### config.mk
export PLATFORM = sky130hd
export DESIGN_NAME = rep_seq_monitor
export DESIGN_NICKNAME = d
export VERILOG_FILES = /design/src/rtl/rep_seq_monitor.sv
export SDC_FILE = /design/constraint.sdc
export NUM_CORES = 1
export LEC_CHECK = 0
export ABC_AREA = 1
export BUFFER_PORTS_ARGS = -buffer_cell sky130_fd_sc_hd__buf_2
export CAP_MARGIN = 20
export CORE_UTILIZATION = 56
export DETAILED_ROUTE_END_ITERATION = 7
export MAX_ROUTING_LAYER = met4
export PLACE_DENSITY = 0.87
export SETUP_SLACK_MARGIN = 0.5
export SLEW_MARGIN = 20
export SYNTH_ARGS = -nofsm -noshare
export SYNTH_HDL_FRONTEND = slang
export SYNTH_SLANG_ARGS = --single-unit
### constraint.sdc
create_clock -name i_clk -period 2.89 [get_ports i_clk]
set_input_delay 0.1445 -clock i_clk [delete_from_list [all_inputs] [get_ports i_clk]]
set_output_delay 0.1445 -clock i_clk [all_outputs]
set_load 0.05 [all_outputs]
### src/rtl/rep_seq_monitor.sv
// Multi-channel checker for "$rose(trig) |-> qual throughout ev[*N] / ev[->N] / ev[=N]"
// with a bounded evaluation window, per-channel pass/fail pulses and fail causes.
module rep_seq_monitor #(
    parameter int NUM_CH = 4,
    parameter int CNT_W  = 4,
    parameter int WIN_W  = 8
) (
    input  logic                  i_clk,
    input  logic                  i_rst_n,
    input  logic [1:0]            i_cfg_mode,
    input  logic [CNT_W-1:0]      i_cfg_count,
    input  logic [WIN_W-1:0]      i_cfg_window,
    input  logic [NUM_CH-1:0]     i_trig,
    input  logic [NUM_CH-1:0]     i_ev,
    input  logic [NUM_CH-1:0]     i_qual,
    output logic [NUM_CH-1:0]     o_busy,
    output logic [NUM_CH-1:0]     o_pass,
    output logic [NUM_CH-1:0]     o_fail,
    output logic [2*NUM_CH-1:0]   o_fail_cause,
    output logic [NUM_CH-1:0]     o_drop
);

    localparam logic [1:0] MODE_CONSEC    = 2'd0;
    localparam logic [1:0] MODE_NONCONSEC = 2'd2;

    localparam logic [1:0] CAUSE_NONE   = 2'd0;
    localparam logic [1:0] CAUSE_QUAL   = 2'd1;
    localparam logic [1:0] CAUSE_SHORT  = 2'd2;
    localparam logic [1:0] CAUSE_EXCESS = 2'd3;

    localparam logic [WIN_W:0] WIN_FULL = {1'b1, {WIN_W{1'b0}}};
    localparam logic [WIN_W:0] WIN_ONE  = {{WIN_W{1'b0}}, 1'b1};
    localparam logic [CNT_W:0] CNT_MAX  = {(CNT_W+1){1'b1}};

    typedef enum logic {
        ST_IDLE,
        ST_ARMED
    } state_t;

    logic [NUM_CH-1:0] r_trig_q;
    logic [NUM_CH-1:0] w_rise;
    logic [WIN_W:0]    w_cfg_win;

    assign w_rise    = i_trig & ~r_trig_q;
    // A programmed window of zero means the full 2**WIN_W cycles.
    assign w_cfg_win = (i_cfg_window == '0) ? WIN_FULL : {1'b0, i_cfg_window};

    always_ff @(posedge i_clk) begin
        if (!i_rst_n) begin
            r_trig_q <= '0;
        end else begin
            r_trig_q <= i_trig;
        end
    end

    generate
        for (genvar gi = 0; gi < NUM_CH; gi++) begin : gen_ch
            state_t           r_state;
            state_t           w_state_next;
            logic [1:0]       r_mode;
            logic [CNT_W-1:0] r_count;
            logic [WIN_W:0]   r_win;
            logic [WIN_W:0]   r_k;
            logic [CNT_W:0]   r_ev_cnt;
            logic             r_pass;
            logic             r_fail;
            logic [1:0]       r_cause;
            logic             r_drop;

            logic             w_launch;
            logic             w_active;
            logic [1:0]       w_mode;
            logic [CNT_W-1:0] w_count;
            logic [WIN_W:0]   w_win;
            logic [WIN_W:0]   w_k;
            logic [CNT_W:0]   w_cnt_prev;
            logic [CNT_W:0]   w_cnt_now;
            logic             w_last;
            logic             w_reached;
            logic             w_excess;
            logic             w_pass_next;
            logic             w_fail_next;
            logic [1:0]       w_cause_next;
            logic             w_drop_next;
            logic [WIN_W:0]   w_k_next;
            logic [CNT_W:0]   w_cnt_next;

            always_comb begin
                w_state_next = r_state;
                w_pass_next  = 1'b0;
                w_fail_next  = 1'b0;
                w_cause_next = CAUSE_NONE;
                w_k_next     = '0;
                w_cnt_next   = '0;

                w_launch = (r_state == ST_IDLE) && w_rise[gi];
                w_active = w_launch || (r_state == ST_ARMED);

                // The rise cycle is evaluated cycle 0, so it must use the live config.
                if (r_state == ST_IDLE) begin
                    w_mode     = i_cfg_mode;
                    w_count    = i_cfg_count;
                    w_win      = w_cfg_win;
                    w_k        = '0;
                    w_cnt_prev = '0;
                end else begin
                    w_mode     = r_mode;
                    w_count    = r_count;
                    w_win      = r_win;
                    w_k        = r_k;
                    w_cnt_prev = r_ev_cnt;
                end

                if (w_cnt_prev == CNT_MAX) begin
                    w_cnt_now = w_cnt_prev;
                end else begin
                    w_cnt_now = w_cnt_prev + {{CNT_W{1'b0}}, i_ev[gi]};
                end

                w_last    = (w_k == (w_win - WIN_ONE));
                w_reached = (w_cnt_now >= {1'b0, w_count});
                w_excess  = (w_cnt_now >  {1'b0, w_count});

                if (w_active) begin
                    w_state_next = ST_ARMED;
                    w_k_next     = w_k + WIN_ONE;
                    w_cnt_next   = w_cnt_now;

                    if (!i_qual[gi]) begin
                        w_fail_next  = 1'b1;
                        w_cause_next = CAUSE_QUAL;
                    end else begin
                        case (w_mode)
                            MODE_CONSEC: begin
                                if (w_reached) begin
                                    w_pass_next = 1'b1;
                                end else if (!i_ev[gi] || w_last) begin
                                    w_fail_next  = 1'b1;
                                    w_cause_next = CAUSE_SHORT;
                                end
                            end
                            MODE_NONCONSEC: begin
                                if (w_excess) begin
                                    w_fail_next  = 1'b1;
                                    w_cause_next = CAUSE_EXCESS;
                                end else if (w_last) begin
                                    if (w_cnt_now == {1'b0, w_count}) begin
                                        w_pass_next = 1'b1;
                                    end else begin
                                        w_fail_next  = 1'b1;
                                        w_cause_next = CAUSE_SHORT;
                                    end
                                end
                            end
                            default: begin
                                // GOTO, and the reserved encoding behaves identically.
                                if (w_reached) begin
                                    w_pass_next = 1'b1;
                                end else if (w_last) begin
                                    w_fail_next  = 1'b1;
                                    w_cause_next = CAUSE_SHORT;
                                end
                            end
                        endcase
                    end

                    if (w_pass_next || w_fail_next) begin
                        w_state_next = ST_IDLE;
                        w_k_next     = '0;
                        w_cnt_next   = '0;
                    end
                end

                w_drop_next = w_rise[gi] && (r_state == ST_ARMED);
            end

            always_ff @(posedge i_clk) begin
                if (!i_rst_n) begin
                    r_state  <= ST_IDLE;
                    r_mode   <= '0;
                    r_count  <= '0;
                    r_win    <= '0;
                    r_k      <= '0;
                    r_ev_cnt <= '0;
                    r_pass   <= 1'b0;
                    r_fail   <= 1'b0;
                    r_cause  <= CAUSE_NONE;
                    r_drop   <= 1'b0;
                end else begin
                    r_state  <= w_state_next;
                    if (w_launch) begin
                        r_mode  <= i_cfg_mode;
                        r_count <= i_cfg_count;
                        r_win   <= w_cfg_win;
                    end
                    r_k      <= w_k_next;
                    r_ev_cnt <= w_cnt_next;
                    r_pass   <= w_pass_next;
                    r_fail   <= w_fail_next;
                    r_cause  <= w_cause_next;
                    r_drop   <= w_drop_next;
                end
            end

            assign o_busy[gi]             = i_rst_n && w_active;
            assign o_pass[gi]             = r_pass;
            assign o_fail[gi]             = r_fail;
            assign o_fail_cause[2*gi +: 2] = r_cause;
            assign o_drop[gi]             = r_drop;
        end
    endgenerate

endmodule
* Yosys cells after proc, flatten, opt, wreduce, memory -nomap -nowiden
Cells that the tools add are included.
Cells by class: add/subtract/negate cells 12, order comparisons 8, eq/ne operators 16, muxes and demuxes 133, bitwise logic cells 11, reductions and logical operators 45
Operators with widths (number):
- 2-to-1 mux 9 bit | 9
- 2-to-1 mux 1 bit | 72
- 2-to-1 mux 2 bit | 32
- 2-to-1 mux 5 bit | 8
- adder 9 x 1 -> 9 bit (second input constant) | 4
- equality test 9 bit | 4
- subtractor 9 x 1 -> 9 bit (second input constant) | 4
- adder 5 x 1 -> 5 bit | 4
- equality test 5 x 4 -> 1 bit | 4
- equality test 5 bit (second input constant) | 4
- greater-or-equal comparator 5 x 4 -> 1 bit | 4
- greater-than comparator 5 x 4 -> 1 bit | 4
- 2-to-1 mux 4 bit | 4
- one-hot mux 2 bit (2 select lines) | 4
- logical AND 1 bit | 12
- logical OR 1 bit | 12
- AND reduction 3 bit | 4
- OR reduction 3 bit | 4
- inverter 1 bit | 9
- equality test 2 bit (second input constant) | 4
- logical NOT 2 bit | 4
- logical NOT 8 bit | 1
- one-hot mux 1 bit (2 select lines) | 4
- AND reduction 2 bit | 4
- other kinds (3) | 6
Word-level totals: flip-flop bits (word level) 144, bits of input ports 28, output and inout port bits 24, word-level logic and storage cells 270

* Depth between registers and ports, before layout
word-level depth 13, depth in mapped cells 22, mapped depth without buffers 20

* Worst setup path after synthesis
No wires, ideal clock.
path kind reg-to-reg, start reg gen_ch[0].r_state, end reg gen_ch[0].r_k[3], arrival time 2.830 ns, required time 2.817 ns, slack -0.013 ns, cell stages (with the launch flop) 21, path buffers 4, clock period less this slack 2.903 ns, path through dfxtp_1 buf_4 buf_6 clkbuf_1 nand2_1 inv_1 ha_1 nand4_1 xor2_1 inv_1 ha_1 a21oi_1 nand3_1 a21oi_1 nand3_1 nand3_1 inv_1 nand2_2 nand2_4 buf_6 nor3_2
Between the ends: longest elaborated chain between the ends 12, elaborated cells between the ends (all ways) 40, those cells by class add/sub: 3; order compare: 2; eq/ne: 4; mux: 23; bitwise: 2; reduce/logical: 6
Ends and longest elaborated chain:
- start, declared | line 58 | state_t r_state;
- start signal, assigned | line 190 | r_state <= w_state_next;
- 2-to-1 mux 5 bit * | line 100 | if (r_state == ST_IDLE) begin
- adder 5 x 1 -> 5 bit / equality test 5 bit (equally long branches) | line 117, 114
- 2-to-1 mux 5 bit * | line 114 | if (w_cnt_prev == CNT_MAX) begin
- named net gen_ch[0].w_cnt_now[3] | line 77 | logic [CNT_W:0] w_cnt_now;
- equality test 5 x 4 -> 1 bit | line 147 | if (w_cnt_now == {1'b0, w_count}) begin
- 2-to-1 mux 1 bit | line 147
- 2-to-1 mux 1 bit | line 146 | end else if (w_last) begin
- 2-to-1 mux 1 bit | line 143 | if (w_excess) begin
- one-hot mux 1 bit (2 select lines) / 2-to-1 mux 1 bit (equally long branches)
- 2-to-1 mux 1 bit | line 129 | if (!i_qual[gi]) begin
- 2-to-1 mux 1 bit | line 124 | if (w_active) begin
- logical OR 1 bit * | line 167 | if (w_pass_next || w_fail_next) begin
- OR reduction 3 bit (no line) *
- end signal, assigned | line 196 | r_k <= w_k_next;
- end, declared | line 63 | logic [WIN_W:0] r_k;
Mark *: on every way through the listed nets, which the timed path passes. The rest lies on a longest branch. The select of a mux whose other input is x is not followed. A chain may end at the register's enable or synchronous reset.

* Worst setup path after layout
start reg gen_ch[3].r_state, end reg gen_ch[3].r_ev_cnt[0]
Between the ends: longest elaborated chain between the ends 12, elaborated cells between the ends (all ways) 39, those cells by class add/sub: 2; order compare: 2; eq/ne: 4; mux: 23; bitwise: 2; reduce/logical: 6
Ends and longest elaborated chain:
- start, declared | line 58
- start signal, assigned | line 190
- 2-to-1 mux 5 bit * | line 100
- adder 5 x 1 -> 5 bit / equality test 5 bit (equally long branches) | line 117, 114
- 2-to-1 mux 5 bit * | line 114
- named net gen_ch[3].w_cnt_now[3] | line 77
- equality test 5 x 4 -> 1 bit | line 147
- 2-to-1 mux 1 bit | line 147
- 2-to-1 mux 1 bit | line 146
- 2-to-1 mux 1 bit | line 143
- one-hot mux 1 bit (2 select lines) / 2-to-1 mux 1 bit (equally long branches)
- 2-to-1 mux 1 bit | line 129
- 2-to-1 mux 1 bit | line 124
- logical OR 1 bit * | line 167
- OR reduction 3 bit (no line) *
- end signal, assigned | line 197 | r_ev_cnt <= w_cnt_next;
- end, declared | line 64 | logic [CNT_W:0] r_ev_cnt;
Marked as above.

==> metrics.md <==
| Metric | Value |
|---|---|
| Seq cells post-synth | `144` |
| CTS Buf Count | `17` |
| Fmax | `341 MHz` |
| Status | `finished, violations left` |
| Mux cell area share after synthesis | `0` |
| Vias in the first global route | `8870` |
| Area Overhead vs Synth | `27.2%` |
| Ant diodes | `0` |
| Initial DRC count | `around 1.1k` |
| Clock latency on the worst-skew pair | `0.43 ns` |
| Syn Area/Cell | `about 6.7 um2` |
| Clock skew | `0.00661 ns` |
| Number of synthesized flops with an enable pin | `0` |
| Clock Tree Buf Depth | `2` |
| Setup crit start kind | `register` |
| Worst path bufs/invs | `4` |
| Die area | `16700 um2` |
| Arr. time, crit path | `around 3.3 ns` |
| Synth Area in Simple Gates | `0.350` |
| I/O Buffers | `51` |
| Setup Total Neg Slack | `-0.280 ns` |
| CP endpoint kind | `register` |
| Synth area leaders | `dfxtp_1, nand2_1, inv_1` |
| H-tree lvl count | `4` |
| CTS tree | `built` |
| Gr ovfl total | `0` |
| Post-DP HPWL | `15500 um` |
| Fin. Hold Viols | `0` |
| Largest net degree at the start of global routing | `59` |
| Antenna viol nets, final | `0` |
| Core Footprint | `15900 um2` |
| Most frequent CP cell | `inv_2` |
| Most common flop cell mapped by yosys | `dfxtp_1` |
| GRT Total Usage | `0.327` |
| Max cap viols | `0` |
| Layout cells sized above 1 | `0.268` |
| DRT Pass-1 Iters | `8` |
| Die Span Y | `129 um` |
| Leakage | `about 0.0055 uW` |
| Final setup vio count | `11` |
| Post-DR wirelength/cell | `16.6 um` |
| Worst slew margin | `0.462` |
| TritonCTS Sinks | `144` |
| DR vias/cell | `approximately 5.7` |
| Die Wd | `129 um` |
| Worst endpoint required time | `around 3.2 ns` |
| Final worst slack | `-0.0444 ns` |
| Rows | `46` |
| Slowest-stage cell, CP | `dfxtp_4` |
| Main combinational cell family by area after synthesis | `simple AND/OR/NAND/NOR gates` |
| Critical path class | `register to register` |
| Yosys top cell by area | `dfxtp_1` |
| Pwr per Cell Area | `476 nW/um2` |
| Initial antenna violation count | `0` |
| Warnings from Yosys | `0` |
| Clk pin slew, worst setup/hold paths | `0.06 ns` |
| Final Slew Violations | `0` |
| Worst hold margin | `0.00594 ns` |
| Io pins | `52` |
| Synth Cell Area | `9090 um2` |
| Synth unique cells | `42` |
| CP peak stage delay | `0.40 ns` |
| RSZ-0062 raised after global routing | `true` |
| Final period util | `1.02` |
| Hold Path Class | `input port to register` |
| Sequential fraction of the synthesis area | `0.317` |
| DRC | `0` |
| Nets | `1531` |
| Synthesized instance count | `1366` |
| CP delay by family, top | `simple AND/OR/NAND/NOR gates` |
| Root buffer cell | `clkbuf_16` |
| Adder-cell share of the synthesized area | `0.0441` |
| Fill count | `1101` |
| CP Cell Sequence | `nand2_2 -> inv_2 -> nand3_2 -> nor2_4 -> inv_2 -> nand4_1 -> xor2_1 -> ha_1 -> nand2_1 -> inv_2 -> a221oi_4 -> o211ai_1 -> inv_1 -> nand2_2 -> nand2_4 -> nand2_8 -> nor3_1` |
| Crit path time final | `2.93 ns` |
| GPL Wtd Cong | `0.902` |
| CP max FO | `7` |
| Starting density of the core | `0.572` |
| Post-synth ARST share | `0` |
| Failing checks | `setup timing` |
| Xor/xnor share of the synthesized area | `0.0328` |
| Worst VDD drop | `448 uV` |
| Compound-Gate Fraction of Synth Area | `0.124` |
| Final wirelength | `28300 um` |
| Share of the synthesized area in the top cell type | `0.317` |
| Worst-Margin Slew | `0.803 ns` |
| First-pass GRT wire length | `41800 um` |
| Vias | `9728` |
-- path summary, 6_finish.rpt --
path | startpoint | end | slack, ns | depth (start not counted)
worst max-delay path | gen_ch[3].r_state | gen_ch[3].r_ev_cnt[0] | -0.04 | 17
worst min register to register | r_trig_q[2] | gen_ch[2].r_drop | 0.42 | 1
worst max register to register | gen_ch[3].r_state | gen_ch[3].r_ev_cnt[0] | -0.04 | 17
worst min-delay path | i_cfg_mode[0] | gen_ch[0].r_mode[0] | 0.006 | 3
-- per-layer routing --
layer	part of all wire	GRT usage	up-vias
met5	0	-	-
met4	0.051	0.153	0
met3	0.070	0.0590	146
met2	0.49	0.557	508
met1	0.39	0.373	4508
li1	-	-	4566
-- registers in the layout, summed over array words and instances (netlist names), 8 cells and up --
| register | count |
|---|---|
| gen_ch.r_win | 36 |
| gen_ch.r_count | 16 |
| gen_ch.r_k | 36 |
| gen_ch.r_ev_cnt | 20 |
| gen_ch.r_cause | 8 |
| gen_ch.r_mode | 8 |
-- tightest hold or removal path, stage by stage --
cell	delay [ns]
buf_2	0.13
nand2_1	0.06
a21oi_1	0.05
-- Yosys cell counts (2+ instances only) --
master	instances
nand3b_1	5
nor2_4	2
nor2_2	12
o211ai_1	3
nand3_1	89
nor3_1	34
a21oi_1	77
nor2_1	98
a221oi_1	2
xor2_1	23
dfxtp_1	144
o21ai_0	91
xnor2_1	11
nand3_2	4
nand2_1	370
or2_2	4
clkinv_1	5
nand2_2	18
inv_2	16
inv_1	177
a21boi_0	4
o21ai_2	7
inv_4	2
clkbuf_1	17
a211oi_2	3
buf_6	22
o21bai_1	3
ha_1	32
buf_4	16
nand4_1	12
buf_2	2
nand2_4	2
o21ai_1	14
nor3_2	37
-- area by class of cell --
class	count	area, um2	area share
clock inverter	11	165	0.0143
inverter	200	766	0.0662
clock buffer	20	437	0.0378
timing repair buffer	132	985	0.0851
tap	216	270	0.0234
sequential	144	2900	0.251
multi-input combinational	976	6040	0.523
-- logic make-up (layout without fill, tap and decap cells) --
logic type               after synthesis  in the layout
AND/OR/NAND/NOR                      691            699
buffers and inverters                257            363
AO/OA/AOI/OAI                        207            207
flip-flops                           144            144
XOR/XNOR                              34             34
adder cells (fa/ha/maj)               32             32
other                                  1              4
-- cells in the final DEF, fill, tap and decap left out, types with 8 or more instances in the layout --
master and count:
nor3_4 11, nor3_1 17, dlygate4sd3_1 8, inv_2 27, nand2_4 19, nand2_8 11, o21ai_0 90, xor2_1 22
o21ai_1 13, nand2_2 25, nor2_4 12, nand2_1 343, buf_2 51, nand3_1 70, a21oi_1 70, buf_4 59
xnor2_1 10, ha_1 17, ha_4 14, inv_1 163, nor3_2 43, buf_6 9, nand3_2 22, nand4_1 12
nor2_1 79, clkbuf_16 18, nor2_2 21, dfxtp_1 140
-- metrics by stage --
stage / instances / utilization / total power [uW] / setup WS (ns) / cell area (um2)
3_3_place_gp: 1592 / 0.593 / 2940 / 0.161 / 9420
3_5_place_dp: 1592 / 0.593 / 2970 / 0.0145 / 9420
5_1_grt: 1699 / 0.728 / 5700 / -0.212 / 11600
4_1_cts: 1679 / 0.694 / 5350 / 0.310 / 11000
2_1_floorplan: 1369 / - / 2820 / 0.217 / 9270
6_report: 1699 / 0.728 / 5510 / -0.0444 / 11600
-- repair_timing --
item / CTS / global route
setup endpoints to repair: 70 / 73
cloned: 8 / 1
hold buffers: 8 / 0
gates resized for setup: 117 / 82
setup buffers: 40 / 19
endpoints found under the hold margin: 11 / 0
pin swaps: 83 / 72
-- report_power, final --
| part | switching, uW | total [uW] | internal (uW) |
|---|---|---|---|
| clock | 878 | 2310 | 1430 |
| combinational | 729 | 1070 | 341 |
| sequential | 51.2 | 2130 | 2080 |
| total | 1660 | 5510 | 3850 |
Note: power is estimated with default switching activity, not from simulation.
